--- config.mk ---
export PLATFORM = sky130hd
export DESIGN_NAME = mm_sched_ctrl_flat
export DESIGN_NICKNAME = d
export VERILOG_FILES = /design/src/rtl/mm_sched_ctrl_if.sv /design/src/rtl/mm_sched_ctrl.sv /design/src/flat_wrapper.sv
export SDC_FILE = /design/constraint.sdc
export NUM_CORES = 1
export LEC_CHECK = 0
export BUFFER_PORTS_ARGS = -buffer_cell sky130_fd_sc_hd__buf_2
export CAP_MARGIN = 30
export CORE_MARGIN = 1.5
export CORE_UTILIZATION = 35
export CTS_BUF_LIST = sky130_fd_sc_hd__clkbuf_8
export CTS_CLUSTER_SIZE = 25
export DETAILED_ROUTE_END_ITERATION = 8
export GPL_TIMING_DRIVEN = 1
export PLACE_DENSITY = 0.56
export SLEW_MARGIN = 10
export SYNTH_ARGS = -nofsm -noshare
export SYNTH_HDL_FRONTEND = slang
export SYNTH_SLANG_ARGS = --single-unit
--- constraint.sdc ---
create_clock -name clk -period 2.3 [get_ports clk]
set_clock_uncertainty 0.1 [all_clocks]
set_input_delay 0.46 -clock clk [delete_from_list [all_inputs] [get_ports clk]]
set_output_delay 0.46 -clock clk [all_outputs]
set_load 0.03 [all_outputs]
--- src/rtl/mm_sched_ctrl_if.sv ---
// mm_sched_ctrl_if: element input, operand-buffer write, MAC control and result
// signals of the matrix-multiply scheduler.
interface mm_sched_ctrl_if #(
  parameter int unsigned MAXD = 4
);
  localparam int unsigned IW = (MAXD > 1) ? $clog2(MAXD) : 1;

  logic          in_valid;
  logic          col_end;
  logic          row_end;
  logic          busy;
  logic          wr_en;
  logic          wr_sel;
  logic [IW-1:0] wr_row;
  logic [IW-1:0] wr_col;
  logic          mac_clr;
  logic          mac_en;
  logic [IW-1:0] rd_i;
  logic [IW-1:0] rd_k;
  logic [IW-1:0] rd_j;
  logic          res_valid;
  logic          is_legal;
  logic          change_row;
  logic [1:0]    ep;

  modport master (
    output in_valid, col_end, row_end,
    input  busy, wr_en, wr_sel, wr_row, wr_col, mac_clr, mac_en,
    input  rd_i, rd_k, rd_j, res_valid, is_legal, change_row, ep
  );

  modport slave (
    input  in_valid, col_end, row_end,
    output busy, wr_en, wr_sel, wr_row, wr_col, mac_clr, mac_en,
    output rd_i, rd_k, rd_j, res_valid, is_legal, change_row, ep
  );
endinterface

--- src/rtl/mm_sched_ctrl.sv ---
// mm_sched_ctrl: loads matrices A and B element by element, checks their shapes,
// then sequences the MAC over every output element of A*B.
module mm_sched_ctrl #(
  parameter int unsigned MAXD = 4
) (
  input  logic           clk,
  input  logic           rst,
  mm_sched_ctrl_if.slave bus
);
  localparam int unsigned IW = (MAXD > 1) ? $clog2(MAXD) : 1;
  // Counters must hold MAXD+1 so oversize shapes are still visible.
  localparam int unsigned CW = $clog2(MAXD + 2);
  localparam logic [CW-1:0] MAX_C = CW'(MAXD);

  typedef enum logic [2:0] {
    LOAD_A, LOAD_B, CHECK, MUL, EMIT, REPORT
  } state_t;

  state_t        state, state_nx;
  logic [CW-1:0] r_cnt, c_cnt, cols0;
  logic [CW-1:0] cols_a, rows_a, cols_b, rows_b;
  logic          ill_cur, ill_a, ill_b;
  logic [IW-1:0] i_idx, j_idx, k_idx;
  logic          busy_q;
  logic [1:0]    ep_q;

  logic          loading, accept, elem_ill;
  logic          last_i, last_j, last_k;
  logic [CW-1:0] row_len, mat_cols, mat_rows, r_inc, c_inc;

  // Element acceptance and shape bookkeeping for the matrix being loaded.
  always_comb begin
    loading  = (state == LOAD_A) || (state == LOAD_B);
    accept   = rst && loading && !busy_q && bus.in_valid;
    row_len  = c_cnt + CW'(1);
    r_inc    = (r_cnt == MAX_C) ? r_cnt : r_cnt + CW'(1);
    c_inc    = (c_cnt == MAX_C) ? c_cnt : c_cnt + CW'(1);
    mat_cols = (r_cnt == '0) ? row_len : cols0;
    mat_rows = r_cnt + CW'(1);
    elem_ill = (c_cnt == MAX_C) || (r_cnt == MAX_C) ||
               (bus.row_end && !bus.col_end) ||
               (bus.col_end && (r_cnt != '0) && (row_len != cols0));
    last_k   = (CW'(k_idx) == cols_a - CW'(1));
    last_j   = (CW'(j_idx) == cols_b - CW'(1));
    last_i   = (CW'(i_idx) == rows_a - CW'(1));
  end

  // Operand-buffer write strobe; indices saturate at MAXD-1.
  always_comb begin
    bus.wr_en  = accept && (c_cnt < MAX_C) && (r_cnt < MAX_C);
    bus.wr_sel = (state == LOAD_B);
    bus.wr_row = (r_cnt < MAX_C) ? IW'(r_cnt) : IW'(MAXD - 1);
    bus.wr_col = (c_cnt < MAX_C) ? IW'(c_cnt) : IW'(MAXD - 1);
  end

  always_ff @(posedge clk or negedge rst) begin
    if (!rst) state <= LOAD_A;
    else      state <= state_nx;
  end

  // Next state and per-state strobes.
  always_comb begin
    state_nx       = state;
    bus.mac_en     = 1'b0;
    bus.mac_clr    = 1'b0;
    bus.rd_i       = '0;
    bus.rd_k       = '0;
    bus.rd_j       = '0;
    bus.res_valid  = 1'b0;
    bus.is_legal   = 1'b0;
    bus.change_row = 1'b0;
    case (state)
      LOAD_A: if (accept && bus.row_end) state_nx = LOAD_B;
      LOAD_B: if (accept && bus.row_end) state_nx = CHECK;
      CHECK: begin
        if (ill_a || ill_b || (cols_a != rows_b)) state_nx = REPORT;
        else                                      state_nx = MUL;
      end
      MUL: begin
        bus.mac_en  = 1'b1;
        bus.mac_clr = (k_idx == '0);
        bus.rd_i    = i_idx;
        bus.rd_k    = k_idx;
        bus.rd_j    = j_idx;
        if (last_k) state_nx = EMIT;
      end
      EMIT: begin
        bus.res_valid  = 1'b1;
        bus.is_legal   = 1'b1;
        bus.change_row = last_j;
        if (last_j && last_i) state_nx = LOAD_A;
        else                  state_nx = MUL;
      end
      REPORT: begin
        bus.res_valid = 1'b1;
        state_nx      = LOAD_A;
      end
      default: state_nx = LOAD_A;
    endcase
  end

  // busy covers CHECK through the last result; ep holds until the next CHECK.
  always_ff @(posedge clk or negedge rst) begin
    if (!rst) begin
      busy_q <= 1'b0;
      ep_q   <= 2'b00;
    end else begin
      busy_q <= state_nx inside {CHECK, MUL, EMIT, REPORT};
      if (state == CHECK) ep_q <= {ill_b, ill_a};
    end
  end

  assign bus.busy = busy_q;
  assign bus.ep   = ep_q;

  // Shape capture during load, output-index walk during multiply.
  always_ff @(posedge clk or negedge rst) begin
    if (!rst) begin
      r_cnt <= '0; c_cnt <= '0; cols0 <= '0; ill_cur <= 1'b0;
      cols_a <= '0; rows_a <= '0; ill_a <= 1'b0;
      cols_b <= '0; rows_b <= '0; ill_b <= 1'b0;
      i_idx <= '0; j_idx <= '0; k_idx <= '0;
    end else if ((state != LOAD_A) && (state_nx == LOAD_A)) begin
      r_cnt <= '0; c_cnt <= '0; cols0 <= '0; ill_cur <= 1'b0;
      cols_a <= '0; rows_a <= '0; ill_a <= 1'b0;
      cols_b <= '0; rows_b <= '0; ill_b <= 1'b0;
      i_idx <= '0; j_idx <= '0; k_idx <= '0;
    end else begin
      case (state)
        LOAD_A, LOAD_B: begin
          if (accept) begin
            if (bus.row_end) begin
              r_cnt   <= '0;
              c_cnt   <= '0;
              cols0   <= '0;
              ill_cur <= 1'b0;
              if (state == LOAD_A) begin
                cols_a <= mat_cols;
                rows_a <= mat_rows;
                ill_a  <= ill_cur || elem_ill;
              end else begin
                cols_b <= mat_cols;
                rows_b <= mat_rows;
                ill_b  <= ill_cur || elem_ill;
              end
            end else if (bus.col_end) begin
              c_cnt   <= '0;
              r_cnt   <= r_inc;
              ill_cur <= ill_cur || elem_ill;
              if (r_cnt == '0) cols0 <= row_len;
            end else begin
              c_cnt   <= c_inc;
              ill_cur <= ill_cur || elem_ill;
            end
          end
        end
        CHECK: begin
          i_idx <= '0;
          j_idx <= '0;
          k_idx <= '0;
        end
        MUL: k_idx <= last_k ? '0 : k_idx + IW'(1);
        EMIT: begin
          if (last_j) begin
            j_idx <= '0;
            i_idx <= i_idx + IW'(1);
          end else begin
            j_idx <= j_idx + IW'(1);
          end
        end
        default: ;
      endcase
    end
  end
endmodule

--- src/flat_wrapper.sv ---
// flat-port wrapper written by rule: the top's interface ports become plain ports
module mm_sched_ctrl_flat 
#(
  parameter int unsigned MAXD = 4
)
  (clk, rst, bus_in_valid, bus_col_end, bus_row_end, bus_busy, bus_wr_en, bus_wr_sel, bus_wr_row, bus_wr_col, bus_mac_clr, bus_mac_en, bus_rd_i, bus_rd_k, bus_rd_j, bus_res_valid, bus_is_legal, bus_change_row, bus_ep);
  mm_sched_ctrl_if #(.MAXD(MAXD)) bus_i ();
  input  logic clk;
  input  logic rst;
  input wire logic [$bits(bus_i.in_valid)-1:0] bus_in_valid;
  input wire logic [$bits(bus_i.col_end)-1:0] bus_col_end;
  input wire logic [$bits(bus_i.row_end)-1:0] bus_row_end;
  output wire logic [$bits(bus_i.busy)-1:0] bus_busy;
  output wire logic [$bits(bus_i.wr_en)-1:0] bus_wr_en;
  output wire logic [$bits(bus_i.wr_sel)-1:0] bus_wr_sel;
  output wire logic [$bits(bus_i.wr_row)-1:0] bus_wr_row;
  output wire logic [$bits(bus_i.wr_col)-1:0] bus_wr_col;
  output wire logic [$bits(bus_i.mac_clr)-1:0] bus_mac_clr;
  output wire logic [$bits(bus_i.mac_en)-1:0] bus_mac_en;
  output wire logic [$bits(bus_i.rd_i)-1:0] bus_rd_i;
  output wire logic [$bits(bus_i.rd_k)-1:0] bus_rd_k;
  output wire logic [$bits(bus_i.rd_j)-1:0] bus_rd_j;
  output wire logic [$bits(bus_i.res_valid)-1:0] bus_res_valid;
  output wire logic [$bits(bus_i.is_legal)-1:0] bus_is_legal;
  output wire logic [$bits(bus_i.change_row)-1:0] bus_change_row;
  output wire logic [$bits(bus_i.ep)-1:0] bus_ep;
  assign bus_i.in_valid = bus_in_valid;
  assign bus_i.col_end = bus_col_end;
  assign bus_i.row_end = bus_row_end;
  assign bus_busy = bus_i.busy;
  assign bus_wr_en = bus_i.wr_en;
  assign bus_wr_sel = bus_i.wr_sel;
  assign bus_wr_row = bus_i.wr_row;
  assign bus_wr_col = bus_i.wr_col;
  assign bus_mac_clr = bus_i.mac_clr;
  assign bus_mac_en = bus_i.mac_en;
  assign bus_rd_i = bus_i.rd_i;
  assign bus_rd_k = bus_i.rd_k;
  assign bus_rd_j = bus_i.rd_j;
  assign bus_res_valid = bus_i.res_valid;
  assign bus_is_legal = bus_i.is_legal;
  assign bus_change_row = bus_i.change_row;
  assign bus_ep = bus_i.ep;
  mm_sched_ctrl #(.MAXD(MAXD)) u_core (.clk(clk), .rst(rst), .bus(bus_i));
endmodule
==> reports/qor.csv, run 1 <==
stage;metric;value;unit
route;drtPass1Iterations;4;
yosys;synth_compound_gate_area_share;0.149;
yosys;synthSimpleGateAreaFrac;0.218;
placement;routabilityCongestion;0.775;
global_routing;track_usage;0.160;
route;final_antenna_net_count;0;
finish;final_common_cell;dfrtp_1;
critical_path;criticalPathCategory;flip-flop to output port;
global_routing;grt_pass1_wl;8000;um
yosys;synth-xor-area-share;0.0786;
clocking;h-tree-depth;2;
route;drt_iter0_markers;80;
yosys;synthCells;239;
timing;hold_slack;163;ps
finish;stdcell_count;344;
critical_path;crit_chain;inv_2 > ha_4 > xnor2_2 > nor3_4 > and2_2 > buf_4;
critical_path;r2r_cells;6;
critical_path;crit_fanout;2;
placement;place_hpwl;3470;um
critical_path;slowest_stage;dfrtp_1;
clocking;cts_buffer_depth;2;
finish;final_net_count;281;
yosys;syn-num-nets;252;
critical_path;worstPathArrival;1630;ps
floorplan;fp-row-count;28;
timing;slew_viol_final;0;
timing;tightest_slew;600;ps
yosys;synthesis.area;0.00220;sq mm
timing;tns;0;ps
route;vias;1734;
global_routing;antenna_found_initial;0;
floorplan;die_width;82.2;um
yosys;synth-async-reset-ratio;1.00;
clocking;cts_tree;done;
critical_path;critPathCaptureType;output port;
floorplan;core_area;0.00599;sq mm
worst_hold_path;min_path_type;input port to asynchronous set/reset pin;
timing;max_freq;0.457;GHz
yosys;avgSynthCellArea;9.19;sq um
floorplan;io_pins;25;
run;maxCapViolCount;0;
yosys;synth_fa_ha_area_frac;0.0456;
critical_path;startpoint;u_core.cols_b[0]$_DFFE_PN0P_;
placement;io_buffers;24;
placement;dpl.cell_count;335;
critical_path;reg2reg_from;u_core.c_cnt[0]$_DFFE_PN0P_;
critical_path;crit_required;1740;ps
clocking;numCtsBuffers;5;
yosys;yosys_register_bits;36;
timing;fin_crit;2190;ps
global_routing;overflow;0;
yosys;ys_warn_count;0;
yosys;yosysUniqueCellTypes;49;
yosys;muxShareOfSynthArea;0.0336;
pwr;ir_worst_vdd;250;uV
floorplan;die-area;0.00676;sq mm
global_routing;grt_max_degree;37;
timing;hold_viol_final;0;
critical_path;critPathLaunchType;flip-flop;
route;post_drt_wl_per_cell;14.3;um
floorplan;start_util;0.367;
yosys;ys.flop_type;dfrtp_1;
route;drc;0;
yosys;synth_top_family_by_area;simple AND/OR/NAND/NOR gates;
clocking;cts_root_buffer;clkbuf_8;
critical_path;slowest_delay;400;ps
timing;rsz0062_at_grt;no;
pwr;p_per_area;443;mW/mm^2
finish;num_antenna_cells;0;
clocking;cts_sinks;36;
route;wl;4900;um
timing;finalCritPeriodShare;0.952;
clocking;clock_latency;290;ps
yosys;synth-edff-count;0;
clocking;clk_pin_slew;80;ps
yosys;ys_seq_area_frac;0.410;
global_routing;grt_pass1_vias;1594;
floorplan;fp.dieH;82.2;um
timing;slew_headroom;0.600;
finish;final_cell_mix;dfrtp_1, nor2_1, nand2_1;
route;via_per_inst;5.04;
clocking;cts_hold_buf;0;
finish;area_delta_synth_final;16.5;%
timing;setup_viol;0;
pwr;fin_total_pwr;0.00113;W
status;status;completed;
finish;drive_gt1_frac;0.234;
pwr;p_leak;1.23;nW
## layer usage
layer  GRT usage  routed length [um]  vias to the layer above
li1            -                   -                      873
met1       0.224                2390                      813
met2       0.235                2220                       40
met3      0.0418                 212                        8
met4      0.0627                  80                        0
met5           0                   0                        -
## final cells by class
type                       instances  area (sq um)
clock inverter                     2          11.3
clock buffer                       6          82.6
tap                               75          93.8
multi-input combinational        172          1180
inverter                          18          67.6
sequential                        36           901
timing repair buffer              35           218
fill                             581          3430
## logic make-up after synthesis
logic type      Yosys count
simple gates             93
xor+xnor                 18
fa+ha+maj                 8
buf+inv                  31
flops                    36
mux                       7
compound gates           46
## synthesized netlist by cell type (2+ instances only)
master / number / share of area
inv_1: 18 / 0.031
nor2_1: 25 / 0.043
and3_1: 7 / 0.020
nand4b_1: 2 / 0.0080
o31ai_1: 2 / 0.0068
a31oi_1: 3 / 0.0085
buf_2: 5 / 0.011
o21ai_0: 4 / 0.0091
or2_2: 4 / 0.011
buf_6: 2 / 0.010
o22ai_1: 6 / 0.017
nor2b_1: 5 / 0.014
nand3_1: 2 / 0.0046
ha_1: 8 / 0.046
o22ai_2: 4 / 0.023
nand3b_1: 2 / 0.0068
dfrtp_1: 36 / 0.41
nand2_1: 24 / 0.041
nand2b_1: 2 / 0.0057
mux2_2: 3 / 0.015
xnor2_1: 9 / 0.036
a22oi_1: 3 / 0.010
and2_1: 3 / 0.0085
xor2_1: 8 / 0.032
clkbuf_1: 5 / 0.0085
nor3_1: 5 / 0.011
and3b_1: 2 / 0.0080
a21oi_1: 15 / 0.034
and4_1: 2 / 0.0080
mux2i_1: 4 / 0.018
## flip-flops by register name, indices dropped and copies added (netlist names), 2 cells and up
signal         cells
u_core.c_cnt       3
u_core.cols0       3
u_core.cols_a      3
u_core.cols_b      3
u_core.r_cnt       3
u_core.rows_a      3
u_core.rows_b      3
u_core.state       3
u_core.bus.ep      2
u_core.i_idx       2
u_core.j_idx       2
u_core.k_idx       2
## worst max-delay path: cells and delay by family (launching register included)
family	cells	cell delay, ps
flops	1	400
simple gates	2	350
buf+inv	2	240
fa+ha+maj	1	210
xor+xnor	1	140
## power by group
part / leakage (nW) / total (W) / internal (W) / switching [W]
clock network: 0.0486 / 0.000472 / 0.000239 / 0.000233
logic: 0.708 / 0.0000273 / 0.00000701 / 0.0000203
registers: 0.471 / 0.000635 / 0.000633 / 0.00000107
## path summary, 6_finish.rpt
| check | end | slack, ps |
|---|---|---|
| min reg2reg | u_core.bus.ep[0]$_DFFE_PN0P_ | 400 |
| min | u_core.cols0[2]$_DFFE_PN0P_ | 160 |
| max in group asynchronous | u_core.c_cnt[0]$_DFFE_PN0P_ | 1600 |
| max reg2reg | u_core.ill_b$_DFFE_PN0P_ | 190 |
| min in group clk | u_core.bus.ep[0]$_DFFE_PN0P_ | 400 |
| max | bus_change_row | 110 |
## what timing repair did
item                       in CTS  in global routing
pin swaps                       1                  0
setup endpoints to repair       1                  1
setup buffers                   1                  0
gates resized for setup         3                  2
## metrics by stage
stage          instance area (sq um)  utilization  setup slack (ps)
2_1_floorplan                   2200            -              13.1
3_3_place_gp                    2430        0.405               214
3_5_place_dp                    2430        0.405               158
4_1_cts                         2550        0.425              22.3
5_1_grt                         2560        0.427              8.27
6_report                        2560        0.427               111
Note: power is estimated with default switching activity, not from simulation.
==> run 2: changes to the inputs <==
Settings changed: REMOVE_ABC_BUFFERS set to 1.
==> run 2 against run 1 <==
Against the previous run:
- via count up 1.4%
- final cell count stayed put
- die area stayed put
- count of clock-buffer cells in the layout is 1 lower
- combinational power is 2% lower
- clock power up 16%
- critical path depth unchanged
- wire length is 2.9% lower
- critical path type unchanged
- critical endpoint unchanged
- largest cell class unchanged
==> reports/qor.csv, run 2 (synthesized netlist as in run 1, its figures left out) <==
stage;metric;value;unit;change
timing;hold_viol_final;0;;unchanged
route;drt_iter0_markers;91;;+14%
finish;final_common_cell;dfrtp_1;;
pwr;ir_worst_vdd;191;uV;-24%
status;status;completed;;
route;drtPass1Iterations;4;;unchanged
clocking;clock_latency;290;ps;about the same
global_routing;grt_pass1_wl;7880;um;-1.6%
clocking;cts_sinks;36;;unchanged
critical_path;crit_fanout;2;;unchanged
floorplan;fp-row-count;28;;unchanged
critical_path;crit_required;1740;ps;about the same
worst_hold_path;min_path_type;input port to asynchronous set/reset pin;;
timing;finalCritPeriodShare;0.946;;-0.00553
timing;tightest_slew;464;ps;-136 ps
timing;setup_viol;0;;unchanged
timing;fin_crit;2180;ps;-12.7 ps
route;drc;0;;unchanged
floorplan;die_width;82.2;um;unchanged
pwr;fin_total_pwr;0.00121;W;+6.5%
floorplan;start_util;0.367;;unchanged
pwr;p_leak;1.23;nW;about the same
critical_path;critPathCaptureType;output port;;
finish;fin_area;0.00254;sq mm;-0.59%
finish;drive_gt1_frac;0.223;;-0.0112
timing;max_freq;0.459;GHz;+0.58%
floorplan;core_area;0.00599;sq mm;unchanged
pwr;p_comb_frac;0.022;;-0.002
clocking;cts_tree;done;;
run;maxCapViolCount;0;;unchanged
route;final_antenna_net_count;0;;unchanged
global_routing;antenna_found_initial;0;;unchanged
pwr;p_sw;0.000250;W;-1.7%
pwr;p_per_area;475;mW/mm^2;+7.2%
global_routing;grt_pass1_vias;1613;;+1.2%
finish;final_cell_mix;dfrtp_1, nor2_1, nand2_1;;
placement;pre_cts_ws;250;ps;+91.9 ps
placement;routabilityCongestion;0.795;;+2.7%
clocking;numCtsBuffers;5;;unchanged
timing;rsz0062_at_grt;yes;;
clocking;h-tree-depth;2;;unchanged
global_routing;overflow;0;;unchanged
route;vias;1758;;+1.4%
critical_path;worstPathArrival;1620;ps;about the same
pwr;intPower;0.000958;W;+8.9%
clocking;cts_hold_buf;0;;unchanged
route;via_per_inst;5.11;;+1.4%
timing;slew_viol_final;0;;unchanged
floorplan;die-area;0.00676;sq mm;unchanged
route;wl;4760;um;-2.9%
placement;place_hpwl;3470;um;-0.12%
global_routing;track_usage;0.155;;-0.00540
pwr;switching_share;0.207;;-0.0173
timing;slew_headroom;0.690;;+0.0908
finish;area_delta_synth_final;15.8;%;
finish;num_antenna_cells;0;;unchanged
global_routing;grt_max_degree;37;;unchanged
floorplan;fp.dieH;82.2;um;unchanged
finish;num-fill-cells;612;;+5.3%
clocking;cts_buffer_depth;2;;unchanged
critical_path;criticalPathCategory;flip-flop to output port;;
finish;final_net_count;281;;unchanged
critical_path;critPathLaunchType;flip-flop;;
clocking;clk_pin_slew;80;ps;about the same
clocking;cts_root_buffer;clkbuf_8;;
timing;fin_ws;124;ps;+12.7 ps
placement;dpl_cell_area;0.00242;sq mm;-0.21%
pwr;p_seq_frac;0.525;;-0.035
route;post_drt_wl_per_cell;13.8;um;-2.9%
pwr;clkPwrFrac;0.452;;+0.036
placement;io_buffers;24;;unchanged
floorplan;io_pins;25;;unchanged
-- run 2: cell types whose count changed in the layout (fill, tap and decap cells not counted), sizes merged --
| cell | previous run | this run |
|---|---|---|
| clkbuf | 6 | 5 |
| bufinv | 0 | 1 |
| clkinvlp | 1 | 0 |
| clkinv | 0 | 1 |
-- run 2: worst max-delay path, cell delays in order, from the launching register on --
cell,delay (ps)
dfrtp_1,370
inv_1,60
ha_1,300
xnor2_1,190
nor3_2,70
and2_2,180
buf_4,160
-- run 2: cell type report --
type	count	area, sq um	area share
multi-input combinational	172	1160	0.455
clock inverter	3	38.8	0.0152
sequential	36	901	0.354
inverter	18	67.6	0.0266
tap	75	93.8	0.0369
clock buffer	5	68.8	0.0271
timing repair buffer	35	218	0.0856
-- run 2: worst paths after layout --
check	startpoint	end	slack [ps]	cells past startpoint
worst min register to register	u_core.bus.ep[1]$_DFFE_PN0P_	u_core.bus.ep[1]$_DFFE_PN0P_	410	1
worst max-delay path	u_core.cols_b[0]$_DFFE_PN0P_	bus_change_row	120	6
worst max register to register	u_core.c_cnt[0]$_DFFE_PN0P_	u_core.ill_b$_DFFE_PN0P_	240	6
worst min-delay path	rst	u_core.c_cnt[2]$_DFFE_PN0P_	120	2
min in group clk	u_core.bus.ep[1]$_DFFE_PN0P_	u_core.bus.ep[1]$_DFFE_PN0P_	410	1
max in group asynchronous	rst	u_core.state[0]$_DFF_PN0_	1640	2
-- run 2: layer usage --
layer,vias to the layer above,wire length (um),track usage,share of wire
met2,39,2270,0.253,0.48
met5,-,0,0,0
li1,877,-,-,-
met1,835,2200,0.203,0.46
met3,7,194,0.0297,0.041
met4,0,93,0.0576,0.020
-- run 2: repair_timing --
| action | in CTS | in global routing |
|---|---|---|
| endpoints found under the hold margin | 0 | 0 |
| pin swaps | 1 | 1 |
| setup endpoints to repair | 1 | 5 |
| buffers inserted | 1 | 0 |
| gates resized for setup | 0 | 3 |
-- run 2: stage by stage --
step,cells,setup TNS [ps],hold slack (ps),utilization
2_1_floorplan,226,-32.6,64.4,-
3_3_place_gp,335,0,389,0.405
3_5_place_dp,335,0,398,0.405
4_1_cts,344,0,147,0.424
5_1_grt,344,-16.7,170,0.425
6_report,344,0,120,0.425
-- run 2: power by group through the flow --
stage	registers, W	clock network, W	logic [W]
floorplan	0.000647	0	0.00000572
global placement	0.000647	0	0.0000283
detailed placement	0.000647	0	0.0000287
CTS	0.000634	0.000566	0.0000288
global route	0.000634	0.000588	0.0000319
finish	0.000634	0.000546	0.0000268
